File: src/rtl/mealy_scan_ctrl.sv
// Serialises valid/ready words MSB-first into an external 11011 Mealy detector, counts matches, raises a sticky irq.
// Optional first-match position capture (first_pos/pos_valid) is built when SCAN_MATCH_POS_EN is defined.
module mealy_scan_ctrl #(
  parameter int W     = 8,
  parameter int CNT_W = 8
) (
  input  logic             clk,
  input  logic             rst,
  input  logic             scan_en,
  input  logic [W-1:0]     word_in,
  input  logic             word_valid,
  output logic             word_ready,
  output logic             det_bit,
  output logic             det_rst,
  input  logic             det_match,
  output logic             busy,
  input  logic [CNT_W-1:0] cfg_thresh,
  output logic [CNT_W-1:0] match_cnt,
  input  logic             cnt_clr,
  output logic             irq,
  input  logic             irq_clr
`ifdef SCAN_MATCH_POS_EN
  ,
  output logic [15:0]      first_pos,
  output logic             pos_valid
`endif
);

  localparam int BC_W = $clog2(W);

  typedef enum logic {IDLE, SHIFT} state_t;

  state_t           state, state_nxt;
  logic [W-1:0]     shreg;
  logic [BC_W-1:0]  bit_cnt;
  logic             last_bit;
  logic             accept;
  logic             cnt_inc;
  logic             irq_set;

  assign last_bit = (bit_cnt == '0);
  assign accept   = word_valid && word_ready;

  // NOTE: clocked state uses non-blocking (<=) so every flop samples pre-edge values.
  always_ff @(posedge clk or negedge rst) begin
    if (!rst) state <= IDLE;
    else      state <= state_nxt;
  end

  always_comb begin
    state_nxt = state;
    case (state)
      IDLE:    if (accept) state_nxt = SHIFT;
      SHIFT:   if (last_bit && !accept) state_nxt = IDLE;
      default: state_nxt = IDLE;
    endcase
  end

  // NOTE: every output gets a default before the case, so no path can infer a latch.
  always_comb begin
    det_rst    = 1'b1;
    det_bit    = 1'b0;
    busy       = 1'b0;
    word_ready = 1'b0;
    case (state)
      IDLE: begin
        // Gated by rst so word_ready reads 0 the instant reset asserts.
        word_ready = scan_en && rst;
      end
      SHIFT: begin
        det_rst    = 1'b0;
        det_bit    = shreg[W-1];
        busy       = 1'b1;
        word_ready = scan_en && last_bit;
      end
      default: ;
    endcase
  end

  // A reload on the last bit keeps the stream gap-free across word boundaries.
  always_ff @(posedge clk or negedge rst) begin
    if (!rst) begin
      shreg   <= '0;
      bit_cnt <= '0;
    end else if (accept) begin
      shreg   <= word_in;
      bit_cnt <= BC_W'(W - 1);
    end else if (state == SHIFT) begin
      shreg <= {shreg[W-2:0], 1'b0};
      if (!last_bit) bit_cnt <= bit_cnt - 1'b1;
    end
  end

  assign cnt_inc = (state == SHIFT) && det_match && (match_cnt != '1);
  assign irq_set = cnt_inc && !cnt_clr && (cfg_thresh != '0) &&
                   ((match_cnt + CNT_W'(1)) == cfg_thresh);

  always_ff @(posedge clk or negedge rst) begin
    if (!rst) begin
      match_cnt <= '0;
      irq       <= 1'b0;
    end else begin
      if (cnt_clr)      match_cnt <= '0;
      else if (cnt_inc) match_cnt <= match_cnt + CNT_W'(1);
      if (irq_set)      irq <= 1'b1;
      else if (irq_clr) irq <= 1'b0;
    end
  end

`ifdef SCAN_MATCH_POS_EN
  localparam int WI_W = 16 - BC_W;

  logic [WI_W-1:0] word_cnt;
  logic [WI_W-1:0] cur_word;
  logic [BC_W-1:0] bit_idx;

  assign bit_idx = BC_W'(W - 1) - bit_cnt;

  // cur_word tags the word now shifting; word_cnt already points at the next one.
  always_ff @(posedge clk or negedge rst) begin
    if (!rst) begin
      word_cnt  <= '0;
      cur_word  <= '0;
      first_pos <= '0;
      pos_valid <= 1'b0;
    end else begin
      if (accept) begin
        cur_word <= word_cnt;
        word_cnt <= word_cnt + 1'b1;
      end
      if (cnt_clr) begin
        pos_valid <= 1'b0;
      end else if ((state == SHIFT) && det_match && !pos_valid) begin
        first_pos <= {cur_word, bit_idx};
        pos_valid <= 1'b1;
      end
    end
  end
`endif

endmodule
File: config.mk
export PLATFORM = sky130hd
export DESIGN_NAME = mealy_scan_ctrl
export DESIGN_NICKNAME = d
export VERILOG_FILES = /design/src/rtl/mealy_scan_ctrl.sv
export SDC_FILE = /design/constraint.sdc
export NUM_CORES = 1
export LEC_CHECK = 0
export CAP_MARGIN = 5
export CORE_AREA = 2 2 57 59
export CTS_CLUSTER_DIAMETER = 40
export DETAILED_ROUTE_END_ITERATION = 8
export DIE_AREA = 0 0 59 61
export PLACE_DENSITY = 0.74
export SYNTH_ARGS = -nofsm -noshare
export SYNTH_HDL_FRONTEND = slang
export SYNTH_SLANG_ARGS = --single-unit
File: constraint.sdc
create_clock -name clk -period 1.9 [get_ports clk]
set_clock_uncertainty 0.15 [all_clocks]
set_input_delay 0.38 -clock clk [delete_from_list [all_inputs] [get_ports clk]]
set_output_delay 0.38 -clock clk [all_outputs]
set_load 0.05 [all_outputs]
==> impl_metrics.json, run 1 <==
{
  "numPortBuffers": 35,
  "worstMarginPinSlew_ns": 0.493,
  "nNetsFinal": 209,
  "initial_core_util_pct": 41.4,
  "hold_path_class": "in2async",
  "final.setup.worst_slack_ns": -0.00578,
  "place_area_sq_um": 1840,
  "cts.path.max_buffers": 2,
  "leakagePower_nw": 0.827,
  "num_rows": 20,
  "io_pins": 36,
  "dieArea_sq_um": 3600,
  "antennaDiodeCount": 0,
  "core_sq_um": 2950,
  "crit_fanout": 2,
  "placed_cells": 207,
  "period_needed_ns": 1.91,
  "critical_path_class": "reg2out",
  "place_ws_ns": -0.168,
  "cts_buffers": 3,
  "yosysSeqAreaShare_pct": 42.9,
  "die_w_microns": 59,
  "slew-limit-headroom_pct": 66.8,
  "finalSetupViolCount": 1,
  "cts_tree": "built",
  "dieHeight_microns": 61,
  "h-tree-depth": 1,
  "synthesis.area_sq_um": 1220,
  "netlist.area_leader.share_pct": 42.9,
  "ys_ff_latch": 21,
  "clock_latency_ns": 0.29,
  "avgRoutedWirePerCell_microns": 12.9,
  "synth_xor_area_share_pct": 13.6,
  "synth_edf_count": 0,
  "end_kind": "output pin",
  "routabilityCongestion": 0.833,
  "fin_crit_sh_pct": 100,
  "ant_nets": 0,
  "synth-compound-area-share_pct": 8.90,
  "drv_slew": 0,
  "worstPathRequired_ns": 1.37,
  "synth_mux_area_share_pct": 7.46,
  "max_freq_mhz": 525,
  "synth_flop_cell": "dfrtp_1",
  "hold_viol_final": 0,
  "clockRootBuffer": "clkbuf_4",
  "drt-total-wl_microns": 2780,
  "powerDensity_nw_per_um2": 1040,
  "cp-start-kind": "flop",
  "num_vias": 1115,
  "synth_cell_types": 32,
  "async_flop_share_pct": 100,
  "synth_top_family_by_area": "simple AND/OR/NAND/NOR gates",
  "drc": 0,
  "clk_pin_slew_ns": 0.11,
  "grt_usage_pct": 16.4,
  "ys_warn_count": 0,
  "area_growth_syn_to_layout_pct": 56.6,
  "crit_arrival_ns": 1.38,
  "layout-drive-gt1-share_pct": 30.8,
  "cts.sinks": 21,
  "vias_per_cell": 5.19,
  "antenna_found_initial": 0,
  "synth.top_cells.by_area": "dfrtp_1 43%, xnor2_1 9.3%, mux2i_1 6.5%, nor2_1 5.2%, xor2_1 4.3%",
  "violations": "setup timing",
  "drv_cap": 0,
  "grt_max_degree": 22,
  "syn-num-nets": 155,
  "synth_top_area_cell": "dfrtp_1",
  "stdcell_count": 215,
  "syn_area_per_cell_sq_um": 9.49,
  "status": "finished with violations",
  "synth_simple_gate_area_share_pct": 21.3,
  "dr.pass1.iters": 4,
  "timing.hold.ws_ns": 0.329,
  "peakVddDrop_mv": 0.871,
  "rsz0062_at_grt": "yes",
  "dp_hpwl_microns": 2210,
  "drt-initial-drc-count": 34,
  "fin_area_sq_um": 1920,
  "synthAdderAreaFrac_pct": 3.07,
  "first_global_vias": 1080,
  "grt_first_pass_wirelength_microns": 4600,
  "synthCells": 129,
  "grt_overflow": 0
}
==> metrics by stage <==
stage	TNS, ns	power [mW]	utilization, %
floorplan	-0.108	1.29	-
global placement	-0.0872	1.68	62.2
detailed placement	-0.187	1.72	62.2
CTS	-0.0562	1.99	64.3
global route	-0.0997	2.13	64.9
finish	-0.00578	2.00	64.9
==> metal layers <==
metal	global-route usage (%)	vias to the layer above	wire, microns
met5	0	-	0
met2	31.6	37	1440
met3	3.20	0	167
li1	-	542	-
met4	2.92	0	0
met1	19.1	536	1160
==> cells in the mapped netlist, drive strengths merged, types with 4 or more instances <==
cell   number
a21oi       9
dfrtp      21
inv         5
mux2i       8
nand2      12
nor2       17
o21ai       4
xnor2      13
xor2        6
==> logic make-up after synthesis <==
logic type	count (synthesis)
AOI/OAI and AO/OA	17
and+or+nand+nor	51
adders and majority gates	3
buffers and inverters	9
DFF	21
muxes	9
xor gates and xnor gates	19
==> power by group <==
group | switching, mW | internal (mW)
clock network | 0.123 | 0.0781
registers | 0.0904 | 0.589
logic | 0.548 | 0.574
total | 0.762 | 1.24
==> what timing repair did <==
action,in CTS,in global routing
hold endpoints to repair,0,0
endpoints found under the setup margin,2,7
hold buffers,0,0
pin swaps,2,4
setup buffers,2,2
cloned,0,0
gates resized for setup,5,1
==> flip-flops by register name, indices dropped and copies added, names as in the netlist <==
register,count
shreg,8
state,1
bit_cnt,3
match_cnt,8
irq,1
==> cells in the final DEF (no fill, tap or decap), types with 4 or more instances in the layout <==
| cell | instances |
|---|---|
| nand2_1 | 12 |
| xnor2_1 | 13 |
| o21ai_0 | 4 |
| mux2i_1 | 8 |
| dfrtp_1 | 15 |
| buf_4 | 22 |
| clkdlybuf4s50_1 | 22 |
| a21oi_1 | 9 |
| buf_12 | 9 |
| nor2_1 | 16 |
| xor2_1 | 6 |
| dfrtp_2 | 5 |
==> worst max-delay path: stages, from the launching register on <==
cell,delay (ns)
dfrtp_1,0.42
inv_2,0.09
ha_4,0.12
nand3b_1,0.11
a21boi_4,0.19
buf_12,0.15
==> final cells by class <==
cell class                      count  area (sq um)
Clock buffer                        3          22.5
Fill cell                         247          1040
Multi-Input combinational cell     99           728
Tap cell                           33          41.3
Sequential cell                    21           536
Timing Repair Buffer               53           566
Clock inverter                      1          5.00
Inverter                            5          18.8
==> final timing paths <==
kind | slack (ns) | endpoint | startpoint | cells after the start
min reg2reg | 0.37 | irq$_DFFE_PN0P_ | irq$_DFFE_PN0P_ | 2
max in group asynchronous | 1.03 | match_cnt[0]$_DFFE_PN0P_ | rst | 2
min | 0.33 | match_cnt[6]$_DFFE_PN0P_ | rst | 2
max | -0.006 | word_ready | bit_cnt[1]$_DFFE_PN0P_ | 5
min in group clk | 0.37 | irq$_DFFE_PN0P_ | irq$_DFFE_PN0P_ | 2
max reg2reg | 0.05 | irq$_DFFE_PN0P_ | match_cnt[0]$_DFFE_PN0P_ | 6
(Power assumes the default switching activity.)
==> run 2, diff against run 1 <==
--- a/config.mk
+++ b/config.mk
@@ -6,10 +6,10 @@
 export NUM_CORES = 1
 export LEC_CHECK = 0
 export CAP_MARGIN = 5
-export CORE_AREA = 2 2 57 59
+export CORE_AREA = 2 2 62 52
 export CTS_CLUSTER_DIAMETER = 40
 export DETAILED_ROUTE_END_ITERATION = 8
-export DIE_AREA = 0 0 59 61
+export DIE_AREA = 0 0 64 54
 export PLACE_DENSITY = 0.74
 export SYNTH_ARGS = -nofsm -noshare
 export SYNTH_HDL_FRONTEND = slang
==> constraint.sdc (replaced) <==
create_clock -name clk -period 2.1 [get_ports clk]
set_clock_uncertainty 0.15 [all_clocks]
set_input_delay 0.42 -clock clk [delete_from_list [all_inputs] [get_ports clk]]
set_output_delay 0.42 -clock clk [all_outputs]
set_load 0.05 [all_outputs]
==> run 2 against run 1 <==
Net effect:
- non-clock buffer count shrank 10
- sequential power shrank 9.9%
- combinational power shrank 21%
- highest routed layer unchanged
- power shrank 16%
- clock power is essentially flat
- critical path depth is the same
- routed wire length shrank 5.9%
- largest power group unchanged
- the run now ends clean
- clock-buffer cell count grew 1
- setup slack gained 0.13 ns
==> impl_metrics.json, run 2 (same netlist as run 1, synthesis figures left out) <==
{
  "stdcell_count": 212,
  "final_cell_mix": "22 x clkdlybuf4s50_1, 19 x dfrtp_1, 17 x nor2_1, 16 x buf_4, 13 x xnor2_1",
  "num_rows": 18,
  "antenna_found_initial": 0,
  "num_vias": 1038,
  "end_kind": "output pin",
  "grt_first_pass_wirelength_microns": 4250,
  "fin_area_sq_um": 1740,
  "first_global_vias": 959,
  "fillers": 254,
  "period_needed_ns": 1.98,
  "cts.path.max_buffers": 2,
  "io_pins": 36,
  "leakagePower_nw": 0.770,
  "power_mw": 1.69,
  "h-tree-depth": 1,
  "routabilityCongestion": 0.902,
  "dr.pass1.iters": 4,
  "grt_overflow": 0,
  "drv_slew": 0,
  "initial_core_util_pct": 42.1,
  "antennaDiodeCount": 0,
  "die_w_microns": 64,
  "placed_cells": 208,
  "slew-limit-headroom_pct": 66.6,
  "finalSetupViolCount": 0,
  "layout-drive-gt1-share_pct": 20.9,
  "hold_viol_final": 0,
  "critical_path_class": "reg2out",
  "ant_nets": 0,
  "clock_latency_ns": 0.30,
  "reg_top3": "match_cnt x8, shreg x8, bit_cnt x3",
  "cts.sinks": 21,
  "cp-start-kind": "flop",
  "cts_tree": "built",
  "dieArea_sq_um": 3460,
  "fin_util_pct": 59.8,
  "avgRoutedWirePerCell_microns": 12.3,
  "drv_cap": 0,
  "numPortBuffers": 35,
  "cts_buffers": 3,
  "place_area_sq_um": 1700,
  "worstMarginPinSlew_ns": 0.499,
  "timing.hold.ws_ns": 0.339,
  "drc": 0,
  "rsz0062_at_grt": "no",
  "max_freq_mhz": 505,
  "clockRootBuffer": "clkbuf_4",
  "area_growth_syn_to_layout_pct": 42.0,
  "vias_per_cell": 4.90,
  "powerDensity_nw_per_um2": 973,
  "peakVddDrop_mv": 0.707,
  "crit_slowest_cell": "dfrtp_1",
  "status": "finished, final reports clean",
  "crit_fanout": 3,
  "hold_path_class": "in2async",
  "worstPathRequired_ns": 1.53,
  "clk_pin_slew_ns": 0.12,
  "grt_usage_pct": 15.9,
  "dieHeight_microns": 54,
  "dp_hpwl_microns": 2040,
  "drt-initial-drc-count": 39,
  "grt_max_degree": 22,
  "fin_crit_sh_pct": 94.2,
  "path_cells": "inv_2, ha_4, nand3b_1, a21boi_2, buf_12",
  "crit_arrival_ns": 1.41,
  "nNetsFinal": 199,
  "max_stage_delay_ns": 0.39,
  "core_sq_um": 2910,
  "layout_commonest_cell": "clkdlybuf4s50_1",
  "drt-total-wl_microns": 2610
}
[run 2: cell count changes in the layout (fill, tap and decap cells not counted), moves of 3 or more]
cell,previous run,this run
buf_4,22,16
buf_12,9,4
dfrtp_1,15,19
dfrtp_2,5,2
[run 2: final timing paths]
path	startpoint	end	slack (ns)	cells after the start
worst max-delay path	bit_cnt[0]$_DFFE_PN0P_	word_ready	0.12	5
worst min-delay path	rst	match_cnt[4]$_DFFE_PN0P_	0.34	2
worst max register to register	match_cnt[1]$_DFFE_PN0P_	match_cnt[3]$_DFFE_PN0P_	0.17	6
worst min register to register	shreg[0]$_DFFE_PN0P_	shreg[0]$_DFFE_PN0P_	0.38	2
max in group asynchronous	rst	match_cnt[1]$_DFFE_PN0P_	1.22	2
min in group clk	shreg[0]$_DFFE_PN0P_	shreg[0]$_DFFE_PN0P_	0.38	2
[run 2: area by class of cell]
cell class / instances / area, sq um / area share [%]
clock buffers: 4 / 26.3 / 1.51
multi-input cells: 99 / 682 / 39.2
flip-flops and latches: 21 / 528 / 30.4
repair buffers: 43 / 433 / 24.9
inverters: 5 / 18.8 / 1.08
well taps: 40 / 50.0 / 2.88
[run 2: per-layer routing]
| layer | up-vias | wire length, microns | GRT usage [%] |
|---|---|---|---|
| met5 | - | 0 | 0 |
| met4 | 0 | 0 | 4.35 |
| met3 | 0 | 189 | 3.77 |
| met2 | 29 | 1200 | 27.6 |
| met1 | 483 | 1220 | 20.1 |
| li1 | 526 | - | - |
[run 2: report_power, final]
group / switching [mW] / total [mW] / internal [mW]
Combinational: 0.451 / 0.881 / 0.430
Sequential: 0.0847 / 0.612 / 0.527
Clock: 0.124 / 0.198 / 0.0740
[run 2: per-stage QoR]
step,TNS [ns],setup slack [ns]
3_5_place_dp,-0.0471,-0.0471
4_1_cts,0,0.0330
2_1_floorplan,-0.0280,-0.0280
5_1_grt,0,0.0252
6_report,0,0.122
3_3_place_gp,0,0.0515
[run 2: worst max-delay path: cells and delay by family (launching register included)]
| family | cells | cell delay (ns) |
|---|---|---|
| buffers and inverters | 2 | 0.26 |
| AOI/OAI and AO/OA | 1 | 0.22 |
| DFF | 1 | 0.39 |
| adders and majority gates | 1 | 0.15 |
| and+or+nand+nor | 1 | 0.09 |
[run 2: timing repair]
item                                    CTS  global route
endpoints found under the setup margin    0             2
setup buffers                             0             0
gates resized for setup                   0             5
hold buffers                              0             0
==> run 3, diff against run 2 <==
--- a/config.mk
+++ b/config.mk
@@ -6,11 +6,13 @@
 export NUM_CORES = 1
 export LEC_CHECK = 0
 export CAP_MARGIN = 5
-export CORE_AREA = 2 2 62 52
+export CELL_PAD_IN_SITES_DETAIL_PLACEMENT = 1
+export CELL_PAD_IN_SITES_GLOBAL_PLACEMENT = 1
+export CORE_AREA = 2 2 70 58
 export CTS_CLUSTER_DIAMETER = 40
 export DETAILED_ROUTE_END_ITERATION = 8
-export DIE_AREA = 0 0 64 54
-export PLACE_DENSITY = 0.74
+export DIE_AREA = 0 0 72 60
+export PLACE_DENSITY_LB_ADDON = 0.1
 export SYNTH_ARGS = -nofsm -noshare
 export SYNTH_HDL_FRONTEND = slang
 export SYNTH_SLANG_ARGS = --single-unit
==> run 3 against run 2 <==
Net effect:
- sequential cell count stayed put
- power is 3.8% higher
- critical endpoint is now irq
- die area is 25% higher
- combinational power is 1% higher
- clock power is 29% higher
- sequential power hardly changed
- via count is 1.4% higher
- critical path type unchanged
- register-to-register slack worse by 0.03 ns
==> impl_metrics.json, run 3 (same netlist as run 1, synthesis figures left out) <==
{
  "status": "finished, final reports clean",
  "avgRoutedWirePerCell_microns": 13.8,
  "drt-total-wl_microns": 2980,
  "layout-drive-gt1-share_pct": 20.3,
  "h-tree-depth": 1,
  "grt_overflow": 0,
  "drt-initial-drc-count": 21,
  "rsz0062_at_grt": "no",
  "max_freq_mhz": 506,
  "power_mw": 1.75,
  "antennaDiodeCount": 0,
  "antenna_found_initial": 0,
  "end_kind": "output pin",
  "drv_slew": 0,
  "r2r_start": "match_cnt[1]$_DFFE_PN0P_",
  "cts_buffers": 3,
  "post-cts-setup-buffer-count": 0,
  "leakagePower_nw": 0.759,
  "clk_pin_slew_ns": 0.07,
  "ant_nets": 0,
  "io_pins": 36,
  "critical_path_class": "reg2out",
  "numPortBuffers": 35,
  "endpoint": "irq",
  "fin_util_pct": 47.6,
  "cts.sinks": 21,
  "finalSetupViolCount": 0,
  "reg2reg_slack_ns": 0.14,
  "num_vias": 1053,
  "num_rows": 20,
  "die_w_microns": 72,
  "dieArea_sq_um": 4320,
  "dp_hpwl_microns": 2410,
  "powerDensity_nw_per_um2": 1000,
  "crit_arrival_ns": 1.41,
  "hold_path_class": "reg2reg",
  "final_cell_mix": "23 x clkdlybuf4s50_1, 19 x dfrtp_1, 17 x nor2_1, 16 x buf_4, 13 x xnor2_1",
  "place_ws_ns": -0.0963,
  "r2r_end": "irq$_DFFE_PN0P_",
  "cp-start-kind": "flop",
  "crit_slowest_cell": "clkdlybuf4s50_1",
  "initial_core_util_pct": 33.3,
  "path_cells": "clkdlybuf4s50_1",
  "grt_usage_pct": 15.9,
  "crit_start": "irq$_DFFE_PN0P_",
  "layout_commonest_cell": "clkdlybuf4s50_1",
  "clock_latency_ns": 0.25,
  "area_growth_syn_to_layout_pct": 42.9,
  "dr.pass1.iters": 4,
  "core_sq_um": 3680,
  "grt_first_pass_wirelength_microns": 5190,
  "worstMarginPinSlew_ns": 0.549,
  "reg_top3": "match_cnt x8, shreg x8, bit_cnt x3",
  "peakVddDrop_mv": 0.575,
  "worstPathRequired_ns": 1.53,
  "worst_r2r_path_depth": 5,
  "cp.depth": 1,
  "routabilityCongestion": 0.817,
  "cts_tree": "built",
  "nNetsFinal": 199,
  "max_stage_delay_ns": 0.80,
  "fin_crit_sh_pct": 94.1,
  "final.setup.worst_slack_ns": 0.124,
  "cp_top_family": "buffers and inverters",
  "crit_fanout": 2,
  "vias_per_cell": 4.88,
  "critical_path_buf_inv_count": 1,
  "drv_cap": 0,
  "dieHeight_microns": 60,
  "period_needed_ns": 1.98,
  "clockRootBuffer": "clkbuf_8",
  "drc": 0,
  "slew-limit-headroom_pct": 63.0,
  "hold_viol_final": 0,
  "first_global_vias": 1065,
  "cts.path.max_buffers": 2,
  "grt_max_degree": 22
}
-- run 3: cell types whose count changed in the layout (fill, tap and decap cells not counted) --
cell / delta
ha_4: -1
clkbuf_4: -3
dlymetal6s2s_1: -1
inv_2: -1
clkbuf_8: +3
inv_1: +1
clkdlybuf4s50_1: +1
ha_2: +1
-- run 3: area by class of cell --
cell class / count / area (sq um)
clock buffer: 4 / 45.0
fill: 414 / 1930
inverter: 5 / 18.8
multi-input combinational: 99 / 672
sequential: 21 / 528
tap: 44 / 55.1
timing repair buffer: 43 / 430
-- run 3: power by group --
part / leakage [nW] / internal, mW / switching, mW / total [mW]
Clock: 0.0228 / 0.135 / 0.121 / 0.255
Sequential: 0.265 / 0.529 / 0.0804 / 0.609
Combinational: 0.471 / 0.423 / 0.467 / 0.890
Total: 0.759 / 1.09 / 0.668 / 1.75
-- run 3: worst min path at each step --
stage                                         to  slack [ns]             from  depth (start not counted)
after floorplan           bit_cnt[0]$_DFFE_PN0P_       -0.03              rst                          0
after global placement           irq$_DFFE_PN0P_        0.33  irq$_DFFE_PN0P_                          2
after detailed placement         irq$_DFFE_PN0P_        0.34  irq$_DFFE_PN0P_                          2
after CTS                        irq$_DFFE_PN0P_        0.36  irq$_DFFE_PN0P_                          2
after global routing             irq$_DFFE_PN0P_        0.39  irq$_DFFE_PN0P_                          2
final                            irq$_DFFE_PN0P_        0.35  irq$_DFFE_PN0P_                          2
-- run 3: through the flow --
stage / cells / instance area [sq um] / TNS (ns) / hold slack, ns
6_report: 216 / 1750 / 0 / 0.354
5_1_grt: 216 / 1750 / 0 / 0.392
4_1_cts: 216 / 1750 / 0 / 0.359
3_5_place_dp: 212 / 1700 / -0.0963 / 0.340
3_3_place_gp: 212 / 1700 / 0 / 0.334
2_1_floorplan: 129 / 1230 / -0.0280 / -0.0256
-- run 3: routing by layer --
layer | GRT usage [%] | share of wire (%) | up-vias
li1 | - | - | 525
met1 | 21.3 | 48 | 504
met2 | 26.1 | 47 | 20
met3 | 4.22 | 4.1 | 4
met5 | 0 | 0 | -
met4 | 3.23 | 0.70 | 0
-- run 3: what timing repair did --
item / 4_1_cts / 5_1_grt
hold buffers: 0 / 0
endpoints found under the setup margin: 0 / 1
gates resized for setup: 0 / 2
endpoints found under the hold margin: 0 / 0
